File: src/rtl/id_hazard_ctrl.sv
// Decode-stage hazard/bypass controller: tracks in-flight destinations, emits bypass selects and load-use stalls.
// Optional performance counters enabled by defining HAZ_PERF_CNT_EN.
module id_hazard_ctrl #(
  parameter int unsigned RF_AW = 4,
  parameter int unsigned CNT_W = 16
) (
  input  logic             clk,
  input  logic             rst,
  input  logic [RF_AW-1:0] p0_addr,
  input  logic [RF_AW-1:0] p1_addr,
  input  logic             re0,
  input  logic             re1,
  input  logic [RF_AW-1:0] dst_addr_ID,
  input  logic             rf_we_ID,
  input  logic             ld_ID,
  input  logic             flush,
  input  logic             stall_ext,
  output logic             byp0_EX,
  output logic             byp0_DM,
  output logic             byp1_EX,
  output logic             byp1_DM,
  output logic             stall_PC,
  output logic             stall_IF_ID,
  output logic             stall_ID_EX,
  output logic             stall_EX_DM,
  output logic             stall_DM_WB,
  output logic             bubble_ID_EX,
  output logic [CNT_W-1:0] ld_use_cnt,
  output logic [CNT_W-1:0] stall_cnt
);

  logic [RF_AW-1:0] dst_ID_EX, dst_EX_DM;
  logic             we_ID_EX, ld_ID_EX, we_EX_DM;
  logic             m_ex0, m_ex1, m_dm0, m_dm1, lu;

  // Source/destination match terms; R0 is hardwired and never forwarded
  always_comb begin
    m_ex0 = re0 & we_ID_EX & (dst_ID_EX == p0_addr) & (p0_addr != '0);
    m_ex1 = re1 & we_ID_EX & (dst_ID_EX == p1_addr) & (p1_addr != '0);
    m_dm0 = re0 & we_EX_DM & (dst_EX_DM == p0_addr) & (p0_addr != '0);
    m_dm1 = re1 & we_EX_DM & (dst_EX_DM == p1_addr) & (p1_addr != '0);
    lu    = ld_ID_EX & (m_ex0 | m_ex1);
  end

  // External freeze dominates; flush kills the consumer so it overrides the load-use hold
  always_comb begin
    stall_PC     = stall_ext | (lu & ~flush);
    stall_IF_ID  = stall_ext | (lu & ~flush);
    stall_ID_EX  = stall_ext;
    stall_EX_DM  = stall_ext;
    stall_DM_WB  = stall_ext;
    bubble_ID_EX = ~stall_ext & (flush | lu);
  end

  always_ff @(posedge clk or posedge rst) begin
    if (rst) begin
      dst_ID_EX <= '0;
      we_ID_EX  <= 1'b0;
      ld_ID_EX  <= 1'b0;
      dst_EX_DM <= '0;
      we_EX_DM  <= 1'b0;
      byp0_EX   <= 1'b0;
      byp0_DM   <= 1'b0;
      byp1_EX   <= 1'b0;
      byp1_DM   <= 1'b0;
    end else if (!stall_ext) begin
      dst_ID_EX <= dst_addr_ID;
      we_ID_EX  <= rf_we_ID & ~bubble_ID_EX;
      ld_ID_EX  <= ld_ID & ~bubble_ID_EX;
      dst_EX_DM <= dst_ID_EX;
      we_EX_DM  <= we_ID_EX;
      byp0_EX   <= m_ex0 & ~bubble_ID_EX;
      byp0_DM   <= m_dm0 & ~m_ex0 & ~bubble_ID_EX;
      byp1_EX   <= m_ex1 & ~bubble_ID_EX;
      byp1_DM   <= m_dm1 & ~m_ex1 & ~bubble_ID_EX;
    end
  end

`ifdef HAZ_PERF_CNT_EN
  // Saturating event counters
  always_ff @(posedge clk or posedge rst) begin
    if (rst) begin
      ld_use_cnt <= '0;
      stall_cnt  <= '0;
    end else begin
      if (lu && !stall_ext && !flush && (ld_use_cnt != '1))
        ld_use_cnt <= ld_use_cnt + CNT_W'(1);
      if (stall_ext && (stall_cnt != '1))
        stall_cnt <= stall_cnt + CNT_W'(1);
    end
  end
`else
  assign ld_use_cnt = '0;
  assign stall_cnt  = '0;
`endif

endmodule

File: config.mk
export PLATFORM = sky130hd
export DESIGN_NAME = id_hazard_ctrl
export DESIGN_NICKNAME = d
export VERILOG_FILES = /design/src/rtl/id_hazard_ctrl.sv
export SDC_FILE = /design/constraint.sdc
export NUM_CORES = 1
export LEC_CHECK = 0
export BUFFER_PORTS_ARGS = -buffer_cell sky130_fd_sc_hd__buf_2
export CORE_MARGIN = 3
export CORE_UTILIZATION = 46
export DETAILED_ROUTE_END_ITERATION = 7
export HOLD_SLACK_MARGIN = 0.06
export PLACE_DENSITY = 0.92
export SLEW_MARGIN = 20
export SYNTH_ARGS = -nofsm -noshare
export SYNTH_HDL_FRONTEND = slang
export SYNTH_SLANG_ARGS = --single-unit
File: constraint.sdc
create_clock -name clk -period 4.85 [get_ports clk]
set_input_delay 0.97 -clock clk [delete_from_list [all_inputs] [get_ports clk]]
set_output_delay 0.97 -clock clk [all_outputs]
set_load 0.005 [all_outputs]
==> out/qor.yml <==
final_layout:
  finish.net_count: 157
  area_growth_pct: 3.86
  drive_above_1_share_pct: 34.6
  final_cell_mix: "32 x conb_1, 29 x buf_2, 16 x xnor2_1"
  post-route-util_pct: 51.7
  diodes: 0
  final_common_cell: "conb_1"
outcome:
  status: "finished clean"
synth:
  ys_ff_latch: 15
  yosysSeqAreaShare_pct: 33.1
  yosysWarnings: 0
  ys_types: 25
  synthesis.area_um2: 1130
  synthesis.instances: 110
  syn_area_per_cell_um2: 10.3
drt:
  drtAntennaViolNets: 0
  drt_wl_total_mm: 2.02
  drt_iter0_drc: 14
  vias_per_cell: 4.77
  routedWlPerCell_um: 12.3
  drt_pre_antenna_iters: 4
  drcViolationCount: 0
  via_count: 782
sta:
  hold_viol: 0
  slew_headroom_pct: 61.3
  grt_setup_unrepaired: "no"
  fin_crit_ns: 3.14
  finalMaxSlewViolations: 0
  tightestPinTransition_ns: 0.580
  setup_viol: 0
  finalCritPeriodShare_pct: 64.8
  max_freq_mhz: 318
  fin_worst_skew_ns: 0.00287
  fin_tns_setup_ns: 0
cts:
  cts-root-buf: "clkbuf_4"
  cts.sinks: 15
  clk_pin_slew_worst_paths_ns: 0.08
  worstSkewPairLatency_ns: 0.29
  cts.path.max_buffers: 2
  cts_tree: "yes"
  cts_buffers: 3
  h-tree-depth: 1
  cts_hold_buf: 0
  cts_setup_buffers: 0
  cts_resized: 0
floorplanning:
  std_cell_rows: 17
  start_util_pct: 49.8
  ios: 62
  dieArea_um2: 3100
  die_y_um: 55.6
  core_area_um2: 2280
  die_width_um: 55.6
global_route:
  grt_max_degree: 23
  grt_pass1_vias: 718
  grt_use_total_pct: 12.8
  antenna_found_initial: 0
  grt-ovfl-total: 0
  grt_pass1_wl_mm: 3.11
worst_hold_path:
  hold_path.class: "flip-flop to flip-flop"
  worstHoldPathCells: 1
  min-delay-start: "byp1_DM$_DFFE_PP0N_"
critical_path:
  end_kind: "primary output"
  crit_fanout: 5
  worstRegToRegCells: 5
  reg2reg_from: "dst_ID_EX[0]$_DFFE_PP0N_"
  start_kind: "input port"
  crit_start: "p1_addr[0]"
  worstPathArrival_ns: 2.17
  setup.worst_path.class: "input port to primary output"
  cp.required_ns: 3.88
placement:
  portBuffers: 29
  gp_congestion: 0.877
  hpwl_mm: 1.68
run:
  max-cap-violations: 0
power_and_ir_drop:
  vdd_drop_max_v: 0.000179
  leakage_nw: 0.557
  p_per_area_nw_per_um2: 248
-- registers in the layout, indices dropped and copies added, names as in the netlist --
name,flops
we_EX_DM,1
ld_ID_EX,1
dst_EX_DM,4
we_ID_EX,1
byp0_DM,1
dst_ID_EX,4
byp1_DM,1
byp0_EX,1
byp1_EX,1
-- worst max-delay path, cell delays in order --
cell      delay [ns]
buf_2           0.12
o41a_1          0.46
nand3_1         0.10
nor2_1          0.05
o21ai_2         0.21
o21bai_1        0.12
buf_2           0.14
-- cell usage after synthesis --
library cell / count / share of area (%)
nand4_1: 1 / 0.55
a21oi_1: 1 / 0.44
nand2_1: 2 / 0.66
nand3_1: 5 / 2.2
a32o_1: 4 / 3.5
nor3_4: 1 / 1.4
o41a_1: 1 / 0.99
clkbuf_1: 1 / 0.33
buf_4: 36 / 24
nor3_1: 1 / 0.44
nor4_1: 1 / 0.55
o21ai_2: 1 / 0.77
mux2_2: 9 / 8.9
a21o_1: 1 / 0.66
conb_1: 1 / 0.33
buf_2: 1 / 0.44
nand3_2: 2 / 1.8
dfrtp_1: 15 / 33
o21bai_1: 1 / 0.66
nor4_4: 1 / 1.9
nor2_1: 4 / 1.3
a22o_1: 1 / 0.77
a2111oi_2: 1 / 1.3
xnor2_1: 16 / 12
inv_1: 2 / 0.66
-- report_power, final --
part           internal (mW)  leakage [nW]  switching [mW]
clock network         0.0320        0.0150          0.0391
logic                 0.0352         0.354          0.0361
registers              0.136         0.189          0.0138
total                  0.203         0.557          0.0891
-- worst paths after layout --
kind / endpoint / slack, ns
max: stall_IF_ID / 1.71
min: byp1_DM$_DFFE_PP0N_ / 0.48
max reg2reg: ld_ID_EX$_DFFE_PP0N_ / 3.30
min reg2reg: byp1_DM$_DFFE_PP0N_ / 0.48
max in group asynchronous: we_ID_EX$_DFFE_PP0N_ / 3.74
min in group asynchronous: dst_ID_EX[1]$_DFFE_PP0N_ / 0.73
-- routing by layer --
| metal | vias up | global-route usage (%) | wire length (um) |
|---|---|---|---|
| met4 | 0 | 7.29 | 36 |
| li1 | 359 | - | - |
| met5 | - | 0 | 0 |
| met2 | 56 | 21.6 | 987 |
| met3 | 3 | 2.09 | 227 |
| met1 | 364 | 15.3 | 769 |
-- logic make-up (layout without fill, tap and decap cells) --
| kind of cell | after synthesis | after routing | synth area share (%) |
|---|---|---|---|
| muxes | 9 | 9 | 8.94 |
| and+or+nand+nor | 18 | 18 | 10.8 |
| xor gates and xnor gates | 16 | 16 | 12.4 |
| AOI/OAI and AO/OA | 11 | 11 | 9.16 |
| other | 1 | 32 | 0.331 |
| buffers and inverters | 40 | 35 | 25.3 |
| DFF | 15 | 15 | 33.1 |
-- area by class of cell --
cell class | count | area, um2
Inverter | 2 | 7.51
Clock buffer | 4 | 26.3
Fill cell | 205 | 1100
Multi-Input combinational cell | 86 | 588
Timing Repair Buffer | 29 | 145
Tap cell | 28 | 35.0
Sequential cell | 15 | 375
-- metrics by stage --
stage	setup slack [ns]	instance area [um2]	power (mW)	std cells	hold WS, ns
after floorplan	1.93	1250	0.220	141	0.478
after global placement	1.78	1150	0.219	160	0.462
after detailed placement	1.71	1150	0.223	160	0.466
after CTS	1.71	1180	0.294	164	0.486
after global routing	1.61	1180	0.308	164	0.523
final	1.71	1180	0.292	164	0.479
(Power assumes the default switching activity.)
